**config.mk**
```make
export PLATFORM = sky130hd
export DESIGN_NAME = pcnt_rr_arbiter
export DESIGN_NICKNAME = d
export VERILOG_FILES = /design/src/rtl/pcnt_arb_pkg.sv /design/src/rtl/pcnt_engine.sv /design/src/rtl/pcnt_rr_arbiter.sv
export SDC_FILE = /design/constraint.sdc
export NUM_CORES = 1
export LEC_CHECK = 0
export CORE_MARGIN = 1.5
export CORE_UTILIZATION = 40
export CTS_CLUSTER_SIZE = 40
export DETAILED_ROUTE_END_ITERATION = 8
export PLACE_DENSITY = 0.79
export SETUP_SLACK_MARGIN = 0.4
export SLEW_MARGIN = 40
export SYNTH_ARGS = -nofsm -noshare
export SYNTH_HDL_FRONTEND = slang
export SYNTH_HIERARCHICAL = 1
export SYNTH_SLANG_ARGS = --single-unit
```
**constraint.sdc**
```tcl
create_clock -name clk_i -period 4.77 [get_ports clk_i]
set_clock_uncertainty 0.1 [all_clocks]
set_input_delay 1.1925 -clock clk_i [delete_from_list [all_inputs] [get_ports clk_i]]
set_output_delay 1.1925 -clock clk_i [all_outputs]
set_load 0.02 [all_outputs]
```
**src/rtl/pcnt_arb_pkg.sv**
```systemverilog
// Shared types and helpers for the round-robin popcount arbiter.
package pcnt_arb_pkg;

  typedef enum logic [1:0] {
    IDLE  = 2'd0,
    ISSUE = 2'd1,
    WAIT  = 2'd2,
    OUT   = 2'd3
  } state_t;

  localparam int STATS_CNT_W = 16;

  // Modulo increment; the wrap is explicit so n need not be a power of 2.
  function automatic int rr_next(input int ptr, input int n);
    return (ptr + 1 >= n) ? 0 : ptr + 1;
  endfunction

endpackage

```
**src/rtl/pcnt_engine.sv**
```systemverilog
// Registered popcount engine: one-cycle latency, valid travels with the data.
module pcnt_engine #(
  parameter int WIDTH = 8,
  parameter int CNT_W = $clog2(WIDTH) + 1
) (
  input  logic             clk_i,
  input  logic             srst_i,
  input  logic [WIDTH-1:0] data_i,
  input  logic             data_val_i,
  output logic [CNT_W-1:0] data_o,
  output logic             data_val_o
);

  logic [CNT_W-1:0] cnt_d;
  logic [CNT_W-1:0] cnt_q;
  logic             val_q;

  // Sum of set bits in the incoming word.
  always_comb begin
    cnt_d = '0;
    for (int i = 0; i < WIDTH; i++) begin
      cnt_d = cnt_d + CNT_W'(data_i[i]);
    end
  end

  // Register count and valid together so they stay aligned.
  always_ff @(posedge clk_i) begin
    if (srst_i) begin
      cnt_q <= '0;
      val_q <= 1'b0;
    end else begin
      cnt_q <= cnt_d;
      val_q <= data_val_i;
    end
  end

  assign data_o     = cnt_q;
  assign data_val_o = val_q;

endmodule

```
**src/rtl/pcnt_rr_arbiter.sv**
```systemverilog
// Round-robin arbiter sharing one popcount engine among NUM_REQ requesters.
// Optional per-requester grant counters: define PCNT_RR_ARBITER_STATS_EN.
module pcnt_rr_arbiter
  import pcnt_arb_pkg::*;
#(
  parameter int WIDTH   = 8,
  parameter int CNT_W   = $clog2(WIDTH) + 1,
  parameter int NUM_REQ = 4,
  parameter int ID_W    = $clog2(NUM_REQ)
) (
  input  logic                     clk_i,
  input  logic                     srst_i,
  input  logic [NUM_REQ*WIDTH-1:0] req_data_i,
  input  logic [NUM_REQ-1:0]       req_val_i,
  output logic [NUM_REQ-1:0]       req_ready_o,
  output logic [CNT_W-1:0]         res_data_o,
  output logic [ID_W-1:0]          res_id_o,
  output logic                     res_val_o,
  input  logic                     res_ready_i
`ifdef PCNT_RR_ARBITER_STATS_EN
  ,output logic [NUM_REQ*STATS_CNT_W-1:0] grant_cnt_o
`endif
);

  state_t           state_q, state_d;
  logic [ID_W-1:0]  rr_ptr_q, rr_ptr_d;
  logic [WIDTH-1:0] word_q, word_d;
  logic [ID_W-1:0]  id_q, id_d;
  logic [CNT_W-1:0] res_data_q, res_data_d;
  logic [ID_W-1:0]  res_id_q, res_id_d;
  logic             res_val_q, res_val_d;

  logic             grant_found;
  logic [ID_W-1:0]  grant_id;
  logic             accept;
  logic             eng_val_in;
  logic [CNT_W-1:0] eng_data;
  logic             eng_val_out;

  // First valid requester at or after rr_ptr, wrapping past NUM_REQ-1.
  always_comb begin
    int idx;
    idx         = 0;
    grant_found = 1'b0;
    grant_id    = '0;
    for (int i = 0; i < NUM_REQ; i++) begin
      idx = int'(rr_ptr_q) + i;
      if (idx >= NUM_REQ) idx = idx - NUM_REQ;
      if (!grant_found && req_val_i[idx]) begin
        grant_found = 1'b1;
        grant_id    = ID_W'(idx);
      end
    end
  end

  // A transfer only happens in IDLE and never while reset is asserted.
  assign accept = (state_q == IDLE) && grant_found && !srst_i;

  // Ready is one-hot on the winner during the accepting cycle, else zero.
  always_comb begin
    req_ready_o = '0;
    if (accept) req_ready_o[grant_id] = 1'b1;
  end

  assign eng_val_in = (state_q == ISSUE);

  pcnt_engine #(
    .WIDTH (WIDTH),
    .CNT_W (CNT_W)
  ) u_engine (
    .clk_i      (clk_i),
    .srst_i     (srst_i),
    .data_i     (word_q),
    .data_val_i (eng_val_in),
    .data_o     (eng_data),
    .data_val_o (eng_val_out)
  );

  // Next-state and datapath updates for IDLE -> ISSUE -> WAIT -> OUT.
  always_comb begin
    state_d    = state_q;
    rr_ptr_d   = rr_ptr_q;
    word_d     = word_q;
    id_d       = id_q;
    res_data_d = res_data_q;
    res_id_d   = res_id_q;
    res_val_d  = res_val_q;
    case (state_q)
      IDLE: begin
        if (accept) begin
          word_d  = req_data_i[grant_id*WIDTH +: WIDTH];
          id_d    = grant_id;
          state_d = ISSUE;
        end
      end
      ISSUE: state_d = WAIT;
      WAIT: begin
        if (eng_val_out) begin
          res_data_d = eng_data;
          res_id_d   = id_q;
          res_val_d  = 1'b1;
          state_d    = OUT;
        end
      end
      OUT: begin
        if (res_ready_i) begin
          res_val_d = 1'b0;
          rr_ptr_d  = ID_W'(rr_next(int'(id_q), NUM_REQ));
          state_d   = IDLE;
        end
      end
      default: state_d = IDLE;
    endcase
  end

  // State and registered outputs; reset drops any in-flight or held result.
  always_ff @(posedge clk_i) begin
    if (srst_i) begin
      state_q    <= IDLE;
      rr_ptr_q   <= '0;
      word_q     <= '0;
      id_q       <= '0;
      res_data_q <= '0;
      res_id_q   <= '0;
      res_val_q  <= 1'b0;
    end else begin
      state_q    <= state_d;
      rr_ptr_q   <= rr_ptr_d;
      word_q     <= word_d;
      id_q       <= id_d;
      res_data_q <= res_data_d;
      res_id_q   <= res_id_d;
      res_val_q  <= res_val_d;
    end
  end

  assign res_data_o = res_data_q;
  assign res_id_o   = res_id_q;
  assign res_val_o  = res_val_q;

`ifdef PCNT_RR_ARBITER_STATS_EN
  // One wrapping grant counter per requester, bumped on each accept.
  for (genvar gi = 0; gi < NUM_REQ; gi++) begin : g_stats
    logic [STATS_CNT_W-1:0] cnt_q, cnt_d;

    // Increment when this requester wins the transfer.
    always_comb begin
      cnt_d = cnt_q;
      if (accept && (grant_id == ID_W'(gi))) cnt_d = cnt_q + STATS_CNT_W'(1);
    end

    // Counter register, cleared by reset.
    always_ff @(posedge clk_i) begin
      if (srst_i) cnt_q <= '0;
      else        cnt_q <= cnt_d;
    end

    assign grant_cnt_o[gi*STATS_CNT_W +: STATS_CNT_W] = cnt_q;
  end
`endif

endmodule

```
# After elaboration in Yosys (flattened, before gate mapping)
# Index checks and enable logic that the tools add are counted.
# classes
n_addsub	15
magnitude_cmp	11
n_eq_ne	6
shift	1
muxes	35
reduce_logical	17
# op_table
cell	count
$lt A32 B4 Y1 const B	4
$mux W32	4
$shiftx A32 B6 Y8	1
$add A4 B1 Y4	6
$mux W2	8
$mux W1	15
$ge A3 B3 Y1 const B	4
$sub A3 B3 Y4 const B	3
$bmux W1 S2	4
$pmux W2 S4	1
$add A2 B1 Y3 const B	2
$add A2 B2 Y3 const B	2
$logic_and A1 B1 Y1	6
$reduce_and A2 Y1	3
$reduce_and A3 Y1	2
$eq A2 B2 Y1 const B	2
$logic_not A1 Y1	4
$mux W4	1
$ne A2 B2 Y1 const B	2
$sub A2 B3 Y4 const B	1
$ge A2 B3 Y1 const B	1
$lt A2 B3 Y1 const B	1
$add A1 B1 Y2	1
$demux W1 S2	1
6 further kinds	6
# word_totals
reg_bits	26
in_bits	39
output_inout_bits	11
word_cells	94

# Longest topological paths before layout
# Gate-level depths: netlist of run 1.
# depth
depth_word	20
depth_mapped	10
depth_no_buf	10

# Hierarchy
# Netlist of run 1, hierarchy kept.
# by_module_without_submodules
mod	instances	cells_each	area_each_um2	seq_area_each_um2
pcnt_rr_arbiter	1	131	1118.6	420.4
pcnt_engine	1	32	312.8	100.1

# Least setup slack after synthesis of run 1
# OpenSTA, ideal clock, no wires.
# synth_timing
kind	in2out
startpoint	in req_val_i[2]
endpoint	out req_ready_o[2]
arrival_ns	2.324
required_time_ns	3.478
path_slack_ns	1.154
path_stages	7
path_buffers	2
path_cell_list	nor2b_1 -> a21boi_1 -> o32a_1 -> buf_6 -> buf_6 -> nand2_1 -> nor2_1
# synth_via
elab_chain_cells	18
elab_cells_between_ends	34
classes_between	2 x order compare; 23 x mux; 9 x reduce/logical
# synth_rtl
element	line	text
start, declared	pcnt_rr_arbiter.sv:14	input logic [NUM_REQ-1:0] req_val_i,
$bmux W1 S2	pcnt_rr_arbiter.sv:49	if (!grant_found && req_val_i[idx]) begin
$mux W1 (implied by the code) (2 in a row)	pcnt_rr_arbiter.sv:49	
$mux W1	pcnt_rr_arbiter.sv:49	
$logic_not A1 Y1	pcnt_rr_arbiter.sv:49	
$logic_and A1 B1 Y1	pcnt_rr_arbiter.sv:49	
$mux W1	pcnt_rr_arbiter.sv:49	
$logic_not A1 Y1	pcnt_rr_arbiter.sv:49	
$logic_and A1 B1 Y1	pcnt_rr_arbiter.sv:49	
$mux W1	pcnt_rr_arbiter.sv:49	
$logic_not A1 Y1	pcnt_rr_arbiter.sv:49	
$logic_and A1 B1 Y1	pcnt_rr_arbiter.sv:49	
$mux W2	pcnt_rr_arbiter.sv:49	
$lt A2 B3 Y1 (implied by the code) / $ge A2 B1 Y1 (equally long branches)	pcnt_rr_arbiter.sv:62	if (accept) req_ready_o[grant_id] = 1'b1;
$logic_and A1 B1 Y1 (implied by the code)	pcnt_rr_arbiter.sv:62	
$mux W1 (implied by the code)	pcnt_rr_arbiter.sv:62	
$demux W1 S2	pcnt_rr_arbiter.sv:62	
$mux W4 *	pcnt_rr_arbiter.sv:62	
end, declared	pcnt_rr_arbiter.sv:15	output logic [NUM_REQ-1:0] req_ready_o,
# Every way passes the cells marked *; elsewhere a longest branch is shown, timed or not. The select of a mux whose other input is x is not followed.

# Final worst setup path of run 1
# layout_timing
startpoint	in req_val_i[1]
endpoint	out req_ready_o[3]
# Same word-level chain as after synthesis.

==> flow_summary_export.csv, run 1 <==
group,metric,value,unit
run_status,status,"finished clean",
drt,ant_nets,0,
sta,max-slew-margin-rel,0.722,
setup_path,critPathSlowestCell,"or4_1",
synthesis,synth_commonest_cells,"dfxtp_1, nand2_1, mux2i_1",
setup_path,critPathArrivalTime,2.90,ns
sta,timing.setup.tns,0,ns
floorplanning,die_x,62.8,µm
drt,wl_per_cell,11.0,µm
worst_hold_path,hold_depth,2,
drt,wl_met3,194,µm
synthesis,synth.avg_cell_area,8.78,µm²
power_and_ir_drop,p_per_area,378,nW/µm²
place,hpwl,2330,µm
setup_path,ff2ff_path_depth,10,
clock_network,cts_sinks,26,
power_and_ir_drop,ir_drop,201,µV
global_route,antenna_found_initial,0,
sta,fmax,238,MHz
global_route,grt_max_degree,19,
synthesis,synth_area_leaders,"dfxtp_1, mux2i_1, ha_1",
synthesis,yosysWarningCount,6,
setup_path,cp_max_fo,6,
power_and_ir_drop,leakagePower,0.000804,µW
clock_network,cts_buffers,3,
setup_path,cp_cell_sequence,"clkdlybuf4s50_1 > or4_1 > nand2_1 > nor2_1 > nand2_1 > nor2_1 > dlygate4sd2_1",
finish,num-nets-final,267,
setup_path,crit_path_end_kind,"primary output",
sta,final_hold_viol_count,0,
power_and_ir_drop,switchingPower,278,µW
synthesis,synth_cell_types,25,
place,place_congestion,0.791,
power_and_ir_drop,p_total,759,µW
synthesis,yosysSeqAreaShare,0.364,
global_route,grt_pass1_wl,5140,µm
drt,top_layer,"met4",
floorplanning,fp.dieH,62.8,µm
floorplanning,rows,21,
drt,met2_length,1350,µm
clock_network,cts_max_level,1,
setup_path,crit_type,"in -> out",
clock_network,clock_latency,0.32,ns
sta,rsz0062_at_grt,"false",
setup_path,startpoint_type,"primary input",
floorplanning,core,3390,µm²
sta,period_minus_slack,4.20,ns
power_and_ir_drop,swShare,0.366,
power_and_ir_drop,p_seq_frac,0.390,
setup_path,required,3.48,ns
finish,areaGrowthSynthToFinish,40.2,%
synthesis,syn-num-nets,214,
floorplanning,design.die.area,3950,µm²
drt,wl,2880,µm
run,maxCapViolations,0,
drt,dr.pass1.iters,4,
drt,wl_met1,1300,µm
worst_hold_path,hold_path.class,"reg -> reg",
finish,drive_gt1_frac,0.0512,
sta,tightestPinTransition,0.416,ns
global_route,grt-ovfl-total,0,
synthesis,ys_seq_elements,26,
synthesis,syn_inst,163,
power_and_ir_drop,pwr-share-clk,0.145,
global_route,grt_use_total,0.162,
clock_network,cts_tree,"yes",
synthesis,synth_edf_count,0,
floorplanning,initial_utilization,0.422,
synthesis,synth_top_area_share,0.364,
synthesis,synth-main-ff-cell,"dfxtp_1",
drt,vias,1286,
synthesis,yosys.area.top_type,"dfxtp_1",
drt,drc,0,
setup_path,crit_family,"simple AND/OR/NAND/NOR gates",
worst_hold_path,min_from,"u_engine/data_o[1]",
sta,setup_viol,0,
sta,finalCritPeriodShare,0.880,
sta,slew_viol_final,0,
clock_network,cts_buffer_depth,2,
synthesis,synthArstFlopShare,0,
drt,via_per_inst,4.93,
synthesis,syn_area,1430,µm²
place,portBuffers,49,
floorplanning,ios,50,
global_route,grt_pass1_vias,1225,
setup_path,crit_path_max_incr_delay,0.59,ns
setup_path,r2r_setup_slack,1.91,ns
finish,diodes,0,
setup_path,path_buf_inv,2,
setup_path,worstReg2RegEnd,"u_engine/data_o[2]",
clock_network,cts_root_buffer,"clkbuf_4",
drt,drt_iter0_drc,45,
setup_path,reg2reg_from,"word_q[0]",
power_and_ir_drop,p_int,481,µW
clock_network,cts.clk_slew.worst_paths,0.13,ns
worst_hold_path,worstHoldEndpoint,"res_data_o[1]",
power_and_ir_drop,combPwrFrac,0.465,
==> placed cells by master (no fill, tap or decap), drive strengths merged <==
cell type	instances
nor2	14
inv	15
o221ai	9
nand2b	2
a21oi	12
o32a	1
nand3	8
clkbuf	4
a21boi	1
mux2i	17
nor3b	1
dfxtp	26
clkdlybuf4s50	45
nand2	26
nor2b	6
fa	4
dlygate4sd2	4
a221oi	1
o21ai	2
nor3	1
or4	1
xor2	1
o221a	1
ha	8
buf	4
nor4	1
==> repair_timing <==
action,CTS,global route
setup endpoints to repair,4,0
buffers inserted,0,0
hold buffers,0,0
gates resized for setup,4,0
==> logic make-up (layout without fill, tap and decap cells) <==
| family | Yosys count | count (layout) | share of synthesized area |
|---|---|---|---|
| multiplexers | 17 | 17 | 0.119 |
| flip-flops | 26 | 26 | 0.364 |
| AO/OA/AOI/OAI | 27 | 27 | 0.133 |
| buffers and inverters | 20 | 72 | 0.0629 |
| AND/OR/NAND/NOR | 60 | 60 | 0.190 |
| adder cells (fa/ha/maj) | 12 | 12 | 0.126 |
| XOR/XNOR | 1 | 1 | 0.00612 |
==> tightest hold or removal path: cells and delay by family, from the launching register on <==
family | cells | cell delay [ns]
flops | 1 | 0.32
simple gates | 1 | 0.05
compound gates | 1 | 0.05
==> flip-flops by register name, summed over array words and instances (netlist names) <==
register and flops:
word_q 8, res_data_o 4, u_engine/data_o 4, id_q 2, res_id_o 2, rr_ptr_q 2
state_q 2, res_val_o 1, u_engine/data_val_o 1
==> per-stage QoR <==
| stage | hold WS [ns] | setup WS (ns) | area [µm²] | util | cells |
|---|---|---|---|---|---|
| after floorplan | 0.329 | 1.15 | 1430 | - | 163 |
| after global placement | 0.337 | 0.396 | 1980 | 0.583 | 257 |
| after detailed placement | 0.338 | 0.370 | 1980 | 0.583 | 257 |
| after CTS | 0.357 | 0.585 | 2010 | 0.592 | 261 |
| after global routing | 0.380 | 0.447 | 2010 | 0.592 | 261 |
| final | 0.357 | 0.574 | 2010 | 0.592 | 261 |
==> worst max-delay path by stage <==
stage                     end  depth (start not counted)    startpoint  slack, ns
2_1_floorplan  req_ready_o[2]                          7  req_val_i[2]       1.15
3_3_place_gp   req_ready_o[3]                          7  req_val_i[1]       0.40
3_5_place_dp   req_ready_o[3]                          7  req_val_i[1]       0.37
4_1_cts        req_ready_o[3]                          7  req_val_i[1]       0.59
5_1_grt        req_ready_o[1]                          7  req_val_i[3]       0.45
6_report       req_ready_o[3]                          7  req_val_i[1]       0.57
==> final cells by class <==
class,count,area (µm²)
fill,301,1380
multi-input combinational,117,821
sequential,26,520
timing repair buffer,53,515
tap,46,57.6
inverter,15,56.3
clock buffer,4,36.3
==> power groups by stage <==
stage	sequential, µW	clock (µW)	combinational, µW
floorplan	292	0	256
global placement	299	0	343
detailed placement	301	0	358
CTS	296	114	358
global route	302	123	411
finish	296	110	353
==> metal layers <==
metal,vias up,track usage
met2,50,0.263
met1,572,0.203
met4,0,0.0583
met3,5,0.0468
met5,-,0
li1,659,-
Power figures use the tool's default switching activity.
==> inputs of run 2 (changes only) <==
--- a/config.mk
+++ b/config.mk
@@ -5,6 +5,7 @@
 export SDC_FILE = /design/constraint.sdc
 export NUM_CORES = 1
 export LEC_CHECK = 0
+export CAP_MARGIN = 5
 export CORE_MARGIN = 1.5
 export CORE_UTILIZATION = 40
 export CTS_CLUSTER_SIZE = 40
==> results of run 2 <==
Final layout, timing and power as in run 1 (identical DEF).
==> edit (settings of run 2) <==
Re-encode `state_t` (4 states) as one-hot, 4 bits wide.
--- a/src/rtl/pcnt_arb_pkg.sv
+++ b/src/rtl/pcnt_arb_pkg.sv
@@ -3,7 +3,7 @@
 
-  typedef enum logic [1:0] {
-    IDLE  = 2'd0,
-    ISSUE = 2'd1,
-    WAIT  = 2'd2,
-    OUT   = 2'd3
+  typedef enum logic [3:0] {
+    IDLE  = 4'b0001,
+    ISSUE = 4'b0010,
+    WAIT  = 4'b0100,
+    OUT   = 4'b1000
   } state_t;
Behaviour: no difference found for any inputs over 10 cycles, from zero or initial values and one cycle with srst_i high; not proved beyond that.
==> edit against run 2 <==
Wire length up 15%; setup slack worse by 0.097 ns; utilization down 0.49 points; area after synthesis up 11%; power down 18%; final cell count up 1.5%; design area up 9.5%; sequential cell count up 2; largest power group is now sequential cells.
==> edit: results (changes against run 2) <==
- Proportion of synthesized chip area in sequential cells: 35.3% (-1.1 points)
- Share of the synthesized netlist area taken by xor and xnor gates: 0.552% (-0.060 points)
- Result of the run: completed
- Pre-CTS setup slack: 0.436 ns (+0.0658 ns)
- Detailed placer's ending HPWL: 2600 µm (+12%)
- Fill cells: 357 (+19%)
- Clock Latency Late Sink: 0.28 ns (-0.04 ns)
- Wire length of the first global-routing pass: 5580 µm (+8.6%)
- Number of unique standard cell types used by synthesis: 33 (+32%)
- Pin count of the biggest net entering global routing: 20 (+1)
- Non-filler cells in the finished layout: 265 (+1.5%)
- Register with the most flip-flops: word_q
- CP max stage delay: 0.54 ns (-0.05 ns)
- Most common library cells after synthesis: dfxtp_1, mux2i_1, inv_1, nor2_1, nand2_1
- First-pass DRT Iterations: 4 (unchanged)
- Critical-path cell with the highest stage delay: clkdlybuf4s50_1
- Static leakage: 0.911 nW (+13%)
- Clock Root Buffer: clkbuf_8
- Initial antenna violation count: 0 (unchanged)
- DR iter-0 viols: 56 (+24%)
- Cell Area, Placed: 0.00212 mm² (+7.5%)
- Avg Cell Area, Syn: 9.62 µm² (+9.6%)
- Count of H-tree levels built during CTS: 1 (unchanged)
- Cell total after placement: 259 (+0.78%)
- Adder-cell area share of the yosys netlist: 8.20% (-4.4 points)
- Worst-margin pin slew: 0.472 ns (+0.0560 ns)
- Arrival time at the worst endpoint: 3.00 ns (+0.10 ns)
- All-Layer GR Usage: 16.4% (+0.26 points)
- Area fraction in compound gates after synthesis: 15.8% (+2.5 points)
- Via count: 1312 (+2.0%)
- Final wirelength: 3320 µm (+15%)
- Synthesized net count: 212 (-0.93%)
- Placer Congestion: 0.733 (-7.4%)
- Worst hold slack: 0.369 ns (+0.0118 ns)
- Fraction of synthesized area in multiplexers: 15.1% (+3.2 points)
- Critical Path Fanout Max: 5 (-1)
- Fraction of layout instances using a drive strength above 1: 11.1% (+5.9 points)
- Clock transition at path regs: 0.10 ns (-0.03 ns)
- Synth top area cells: dfxtp_1, mux2i_1, o221ai_2
- Number of port buffers: 49 (unchanged)
- Peak supply drop: 0.000209 V (+3.8%)
- Yosys Warn Count: 6 (unchanged)
-- edit: cell count changes after synthesis, sizes merged, moves of 3 or more --
cell | before | now
nand3 | 8 | 3
ha | 8 | 4
buf | 2 | 5
o21ai | 2 | 5
nor2b | 6 | 2
nor2 | 14 | 18
mux2i | 17 | 24
nand2 | 26 | 16
-- edit: per-layer routing --
metal,track usage (%),wire (µm),up-vias
met3,3.75,141,2
li1,-,-,676
met2,30.2,1680,26
met1,19.9,1480,608
met5,0,0,-
met4,2.30,16,0
-- edit: timing repair --
action	CTS	global route
buffers inserted	0	2
gates resized for setup	0	2
setup endpoints to repair	0	4
-- edit: final cells by class --
cell class	count	area (µm²)	share of cell area (%)
Tap cell	48	60.1	2.73
Multi-Input combinational cell	113	918	41.8
Inverter	17	63.8	2.90
Clock buffer	4	55.1	2.50
Timing Repair Buffer	55	541	24.6
Sequential cell	28	561	25.5
-- edit: final timing paths --
| check | cells past startpoint | startpoint | end |
|---|---|---|---|
| worst max-delay path | 7 | req_val_i[2] | req_ready_o[2] |
| worst min-delay path | 2 | res_id_o[0]$_SDFFE_PP0P_ | res_id_o[0]$_SDFFE_PP0P_ |
| worst max register to register | 10 | word_q[0]$_SDFFE_PP0P_ | u_engine/data_o[2]$_SDFF_PP0_ |
| worst min register to register | 2 | res_id_o[0]$_SDFFE_PP0P_ | res_id_o[0]$_SDFFE_PP0P_ |
-- edit: where the power goes --
part	total [mW]	internal, mW	switching (mW)
sequential	0.275	0.258	0.0169
clock	0.149	0.0740	0.0753
combinational	0.198	0.107	0.0908
total	0.622	0.439	0.183
-- edit: critical path: cells and delay by family --
kind                   cells  cell delay [ns]
and+or+nand+nor            2             0.10
buffers and inverters      3             1.25
AOI/OAI and AO/OA          2             0.46
